**src/rtl/fifo_ser_pkg.sv**
```systemverilog
// Shared definitions for the FIFO-draining serial transmitter.
package fifo_ser_pkg;

  localparam int unsigned WORD_W     = 20;
  localparam int unsigned FRAME_BITS = WORD_W + 3;
  localparam int unsigned BIT_CNT_W  = 5;

  typedef enum logic [2:0] {
    S_IDLE   = 3'd0,
    S_POP    = 3'd1,
    S_LOAD   = 3'd2,
    S_START  = 3'd3,
    S_DATA   = 3'd4,
    S_PARITY = 3'd5,
    S_STOP   = 3'd6
  } state_e;

endpackage

```
**src/rtl/fifo_serializer_baud_tick.sv**
```systemverilog
// Bit-period divider: tick marks the last clock of each serial bit.
module baud_tick #(
  parameter int unsigned CLKS_PER_BIT = 4
) (
  input  logic clk,
  input  logic reset,
  input  logic clear,
  output logic tick,
  output logic tick_next_c
);

  localparam int unsigned CNT_W = (CLKS_PER_BIT > 1) ? $clog2(CLKS_PER_BIT) : 1;
  localparam logic [CNT_W-1:0] LAST = CNT_W'(CLKS_PER_BIT - 1);

  logic [CNT_W-1:0] cnt_q, cnt_d;
  logic             tick_q, tick_d;

  // tick is registered from the next count so it lines up with count == LAST
  always_comb begin
    cnt_d = cnt_q + CNT_W'(1);
    if (clear || (cnt_q == LAST)) begin
      cnt_d = '0;
    end
    tick_d = !clear && (cnt_d == LAST);
  end

  always_ff @(posedge clk) begin
    if (reset) begin
      cnt_q  <= '0;
      tick_q <= 1'b0;
    end else begin
      cnt_q  <= cnt_d;
      tick_q <= tick_d;
    end
  end

  assign tick        = tick_q;
  assign tick_next_c = tick_d;

endmodule

```
**src/rtl/fifo_serializer.sv**
```systemverilog
// Pops words from a FIFO and sends each as start + LSB-first data + even parity + stop.
module fifo_serializer #(
  parameter int unsigned CLKS_PER_BIT = 4,
  parameter int unsigned WORD_W       = fifo_ser_pkg::WORD_W
) (
  input  logic              clk,
  input  logic              reset,
  input  logic              empty,
  input  logic [WORD_W-1:0] fifo_data,
  output logic              read,
  output logic              tx,
  output logic              busy,
  output logic              done
);

  import fifo_ser_pkg::*;

  localparam int unsigned BW = BIT_CNT_W;

  state_e            state_q, state_d;
  logic [WORD_W-1:0] shreg_q, shreg_d;
  logic [BW-1:0]     bit_cnt_q, bit_cnt_d;
  logic              parity_q, parity_d;
  logic              tx_q, tx_d;
  logic              read_q, read_d;
  logic              busy_q, busy_d;
  logic              done_q, done_d;
  logic              clear_c;
  logic              tick;
  logic              tick_next_c;

  // Divider is held at zero outside the timed line states
  assign clear_c = (state_q == S_IDLE) || (state_q == S_POP) || (state_q == S_LOAD);

  baud_tick #(
    .CLKS_PER_BIT(CLKS_PER_BIT)
  ) u_baud_tick (
    .clk        (clk),
    .reset      (reset),
    .clear      (clear_c),
    .tick       (tick),
    .tick_next_c(tick_next_c)
  );

  always_comb begin
    state_d   = state_q;
    shreg_d   = shreg_q;
    bit_cnt_d = bit_cnt_q;
    parity_d  = parity_q;

    case (state_q)
      S_IDLE: begin
        if (!empty) state_d = S_POP;
      end
      S_POP: state_d = S_LOAD;
      S_LOAD: begin
        shreg_d   = fifo_data;
        parity_d  = ^fifo_data;
        bit_cnt_d = '0;
        state_d   = S_START;
      end
      S_START: begin
        if (tick) state_d = S_DATA;
      end
      S_DATA: begin
        if (tick) begin
          shreg_d = shreg_q >> 1;
          if (bit_cnt_q == BW'(WORD_W - 1)) begin
            bit_cnt_d = '0;
            state_d   = S_PARITY;
          end else begin
            bit_cnt_d = bit_cnt_q + BW'(1);
          end
        end
      end
      S_PARITY: begin
        if (tick) state_d = S_STOP;
      end
      S_STOP: begin
        if (tick) state_d = S_IDLE;
      end
      default: state_d = S_IDLE;
    endcase

    // Outputs are decoded from the next state so the flops line up with state_q
    read_d = (state_d == S_POP);
    busy_d = (state_d != S_IDLE);
    done_d = (state_d == S_STOP) && tick_next_c;
    case (state_d)
      S_START:  tx_d = 1'b0;
      S_DATA:   tx_d = shreg_d[0];
      S_PARITY: tx_d = parity_q;
      default:  tx_d = 1'b1;
    endcase
  end

  always_ff @(posedge clk) begin
    if (reset) begin
      state_q   <= S_IDLE;
      shreg_q   <= '0;
      bit_cnt_q <= '0;
      parity_q  <= 1'b0;
      tx_q      <= 1'b1;
      read_q    <= 1'b0;
      busy_q    <= 1'b0;
      done_q    <= 1'b0;
    end else begin
      state_q   <= state_d;
      shreg_q   <= shreg_d;
      bit_cnt_q <= bit_cnt_d;
      parity_q  <= parity_d;
      tx_q      <= tx_d;
      read_q    <= read_d;
      busy_q    <= busy_d;
      done_q    <= done_d;
    end
  end

  assign read = read_q;
  assign tx   = tx_q;
  assign busy = busy_q;
  assign done = done_q;

endmodule
```
**config.mk**
```make
export PLATFORM = sky130hd
export DESIGN_NAME = fifo_serializer
export DESIGN_NICKNAME = d
export VERILOG_FILES = /design/src/rtl/fifo_ser_pkg.sv /design/src/rtl/fifo_serializer_baud_tick.sv /design/src/rtl/fifo_serializer.sv
export SDC_FILE = /design/constraint.sdc
export NUM_CORES = 1
export LEC_CHECK = 0
export CORE_ASPECT_RATIO = 1.75
export CORE_MARGIN = 3
export CORE_UTILIZATION = 48
export DETAILED_ROUTE_END_ITERATION = 6
export MAX_ROUTING_LAYER = met4
export PLACE_DENSITY = 0.85
export SLEW_MARGIN = 20
export SYNTH_ARGS = -nofsm -noshare
export SYNTH_HDL_FRONTEND = slang
export SYNTH_SLANG_ARGS = --single-unit
```
**constraint.sdc**
```tcl
create_clock -name clk -period 1.66 [get_ports clk]
set_input_delay 0.332 -clock clk [delete_from_list [all_inputs] [get_ports clk]]
set_output_delay 0.332 -clock clk [all_outputs]
set_load 0.1 [all_outputs]
```
==> impl_summary.md <==
Route
The count of nets left with antenna violations once routing finished came out at 0. The first detailed-routing pass took 4 iterations. The via count normalized by instance count is 5.47. Summed over all layers, the routed wires come to 3960 um. The DRC violation total after the first TritonRoute iteration is 50. In the routed design, unresolved DRC markers number 0. Dividing the detail-routed wire length by the instance count gives 14.3 um. The routed layout has 1,514 vias.

GRT
The first global-routing pass estimated about 6800 um of wire. The total global-route track usage is 0.206. The initial antenna violation count is 0. The leftover overflow at the end of global routing is 0.

The maximum number of pins on one net before global-route repair is 30. The via count of the first global-routing pass is 1,538.

Placed design
The final weighted congestion in routability-driven placement is roughly 0.82. The post-detailed-placement cell area is 0.00221 mm^2. The half-perimeter wire length after detailed placement is about 2900 um. In this run, placement finished with an instance count of between 200 and 300. The count of input and output buffers is 26.

Power
The share of total power dissipated in the clock network is 0.302. Of the total power, the share spent switching nets is 0.280. In this run the static leakage power is 0.000897 uW. Overall power consumption after layout is estimated at between 2000 and 2500 uW.

Summed over all nets, the switching power comes to 588 uW. The worst-case IR drop observed on VDD is 0.798 mV. Of the total power, combinational logic draws 0.245.

The share of total power dissipated in sequential elements is 0.453. Dividing total power by cell area gives a power density of 895 mW/mm^2. The internal cell power is 1510 uW.

Die
The floorplan step set the die height to 85.6 um. The core outline area is 0.00343 mm^2. The number of placement rows is 28. For this configuration, the core starts out at a cell density of 0.506. 27 I/O pins were placed. Measured along the x axis, the die boundary spans roughly 51 um. The floorplan step defined a die boundary enclosing 0.00440 mm^2.

Timing
The measured slew at the worst slew-check pin is between 0.3 and 0.4 ns. Measured against its own limit, the worst slew margin works out to 0.744. In the finished design, the share of the clock period the worst path needs comes to 0.967. Setup repair after global routing could not meet its margin everywhere.

The number of pins exceeding their max-slew limit in the final report is 0. Across the routed clock network, the largest skew measured is 0.00331 ns. The worst path in the final design needs a cycle of approximately 1.6 ns, including I/O delays and setup. The count of final setup violators is 0. The number of failing hold endpoints at the final stage is 0. The timing-limited maximum frequency is 623 MHz.

Setup path
The worst setup path is captured at a flip-flop. The worst path arrival time is 1.78 ns. Counting buffers and inverters, the worst setup path is 6 cells deep. The number of buffers and inverters on the critical path is 1. The kind of start point of the critical path is a flip-flop. The slowest stage of the critical path belongs to the cell sky130_fd_sc_hd__dfxtp_2. The largest delay contributor family on the critical path is compound AO/OA/AOI/OAI gates. The data required time at the worst endpoint is roughly 1.8 ns. The maximum net fanout on the critical path is 3.

The signal on the critical path passes through ha_2 > nor4bb_4 > buf_4 > a211oi_4 > mux2i_1 > a221o_1. The length in cells of the worst reg-to-reg path is 6. The largest stage delay on the critical path is 0.32 ns.

The critical path class is flip-flop to flip-flop.

Clock tree
For this design, the CTS-stage hold fixing added 0 buffers. The later pin in the worst-skew pair is clocked with a latency of 0.29 ns. The longest clock path from root to sink contains 2 buffers. The depth of the CTS H-tree is 2. TritonCTS built the clock tree.

The root buffer selected by CTS is sky130_fd_sc_hd__clkbuf_8. Buffers inserted during clock tree synthesis total 5. The tree built by TritonCTS fans out to 36 sinks. Clock-pin slew was measured on the worst setup and hold paths at 0.07 ns.

Synthesis
Synthesis instantiated 43 different standard cells from the library. After synthesis the netlist holds a flip-flop and latch count of 36. The average cell area after synthesis is 9.29 um^2.

Counting every net in the synthesized netlist gives around 210. Counting every instance in the synthesized netlist gives 187. For this run, the number of Yosys warnings is 0.

The mapped netlist covers 0.00174 mm^2. For this run, asynchronously set or reset flops after synthesis account for 0. The commonest register cell after synthesis is sky130_fd_sc_hd__dfxtp_1. The sequential area share after synthesis is 0.415. The number of synthesized flops with an enable pin is 0.

Cells and area
In the final layout, the share of cells above drive strength 1 is 0.224. The post-synthesis to final-layout area growth is 35.1%. 0 antenna diodes ended up in the layout. Excluding fillers, the count of instances in the completed layout stands at approximately 280. The finished cells cover 0.00235 mm^2. In the final design database the tool counted 256 nets.

Worst hold path
The worst hold-check path type is primary input to flip-flop. Counting instances, the worst hold path has a depth of 3.

Job
The max-capacitance violation count is 0.

Outcome
The run finished with clean final reports.
## Yosys cell counts (2+ instances only)
master,count,share of area
sky130_fd_sc_hd__o21ai_0,2,0.0058
sky130_fd_sc_hd__dfxtp_1,36,0.41
sky130_fd_sc_hd__nand2_1,24,0.052
sky130_fd_sc_hd__buf_4,3,0.013
sky130_fd_sc_hd__xnor2_1,17,0.086
sky130_fd_sc_hd__a31oi_1,2,0.0072
sky130_fd_sc_hd__and3_1,2,0.0072
sky130_fd_sc_hd__nor2_1,13,0.028
sky130_fd_sc_hd__xor2_1,4,0.020
sky130_fd_sc_hd__buf_6,2,0.013
sky130_fd_sc_hd__a22oi_1,19,0.082
sky130_fd_sc_hd__a21oi_1,21,0.061
sky130_fd_sc_hd__mux2i_1,2,0.012
sky130_fd_sc_hd__buf_2,5,0.014
sky130_fd_sc_hd__nand2b_1,3,0.011
sky130_fd_sc_hd__ha_1,2,0.014
sky130_fd_sc_hd__clkbuf_1,3,0.0065
sky130_fd_sc_hd__nand4_1,2,0.0072
## worst register-to-register path, delay by kind of cell, from the launching register on
family	cells	cell delay, ns
mux	1	0.12
buf+inv	1	0.15
compound gates	2	0.55
simple gates	1	0.16
fa+ha+maj	1	0.19
flops	1	0.32
## placed cells by master (no fill, tap or decap), types with 2 or more instances in the layout
cell type                         synthesis  routed
sky130_fd_sc_hd__nor2_1                  13      13
sky130_fd_sc_hd__clkbuf_1                 3       2
sky130_fd_sc_hd__nand4_1                  2       2
sky130_fd_sc_hd__xor2_1                   4       4
sky130_fd_sc_hd__clkbuf_8                 0       6
sky130_fd_sc_hd__and3_1                   2       2
sky130_fd_sc_hd__dlygate4sd2_1            0       6
sky130_fd_sc_hd__nand2_1                 24      24
sky130_fd_sc_hd__dlymetal6s2s_1           0       4
sky130_fd_sc_hd__mux2i_1                  2       2
sky130_fd_sc_hd__buf_12                   0       5
sky130_fd_sc_hd__xnor2_1                 17      15
sky130_fd_sc_hd__a31oi_1                  2       2
sky130_fd_sc_hd__nand2b_1                 3       3
sky130_fd_sc_hd__buf_4                    3      23
sky130_fd_sc_hd__a22oi_1                 19      19
sky130_fd_sc_hd__a211oi_2                 1       2
sky130_fd_sc_hd__dfxtp_2                  0       4
sky130_fd_sc_hd__o21ai_0                  2       2
sky130_fd_sc_hd__clkdlybuf4s50_1          0      12
sky130_fd_sc_hd__xnor2_2                  0       2
sky130_fd_sc_hd__dfxtp_1                 36      32
sky130_fd_sc_hd__a21oi_1                 21      21
## layer usage
layer | vias up | GRT usage | wire (um)
li1 | 753 | - | -
met5 | - | - | 0
met1 | 722 | 0.223 | 1600
met2 | 29 | 0.356 | 2150
met4 | 0 | 0.0859 | 100
met3 | 10 | 0.0400 | 114
## through the flow
stage          TNS, ns  hold WS [ns]  setup WS, ns   util
2_1_floorplan        0         0.412        0.0361      -
3_3_place_gp    -0.582         0.430        -0.347  0.644
3_5_place_dp    -0.656         0.442        -0.387  0.644
4_1_cts              0         0.455       0.00249  0.676
5_1_grt        -0.0166         0.438       -0.0166  0.683
6_report             0         0.397        0.0552  0.683
## path summary, 6_finish.rpt
| kind | slack (ns) | from | endpoint |
|---|---|---|---|
| worst max-delay path | 0.06 | bit_cnt_q[1]$_SDFFE_PP0P_ | tx$_SDFF_PP1_ |
| worst min-delay path | 0.40 | fifo_data[19] | shreg_q[19]$_SDFFE_PP0P_ |
| worst max register to register | 0.06 | bit_cnt_q[1]$_SDFFE_PP0P_ | tx$_SDFF_PP1_ |
| worst min register to register | 0.45 | u_baud_tick.cnt_q[0]$_SDFF_PP0_ | u_baud_tick.cnt_q[0]$_SDFF_PP0_ |
## timing repair
item                                   in CTS  in global routing
gates resized for setup                    11                  9
pin swaps                                  11                  9
cloned                                      0                  0
buffers inserted                            0                  0
setup endpoints to repair                   2                  7
endpoints found under the hold margin       0                  0
## power by group through the flow
stage	Clock, uW	Sequential, uW	Combinational [uW]
finish	634	952	514
global route	672	957	556
CTS	646	950	521
detailed placement	0	969	505
global placement	0	965	492
floorplan	0	1010	274
## cell type report
cell class                 instances  area [um^2]
timing repair buffer              50          495
multi-input combinational        138          978
clock buffer                       8         90.1
fill                             281         1090
tap                               45         56.3
sequential                        36          726
## sequential cells by signal, summed over array words and instances (netlist names)
register           count
u_baud_tick.tick       1
done                   1
busy                   1
shreg_q               20
u_baud_tick.cnt_q      2
read                   1
state_q                3
tx                     1
bit_cnt_q              5
parity_q               1
## cell families (layout without fill, tap and decap cells)
kind of cell / Yosys count / after routing / synth area share
xor+xnor: 22 / 22 / 0.119
simple gates: 57 / 57 / 0.174
flops: 36 / 36 / 0.415
buf+inv: 13 / 58 / 0.0468
fa+ha+maj: 2 / 2 / 0.0144
compound gates: 55 / 55 / 0.219
mux: 2 / 2 / 0.0115
Power figures use the tool's default switching activity.
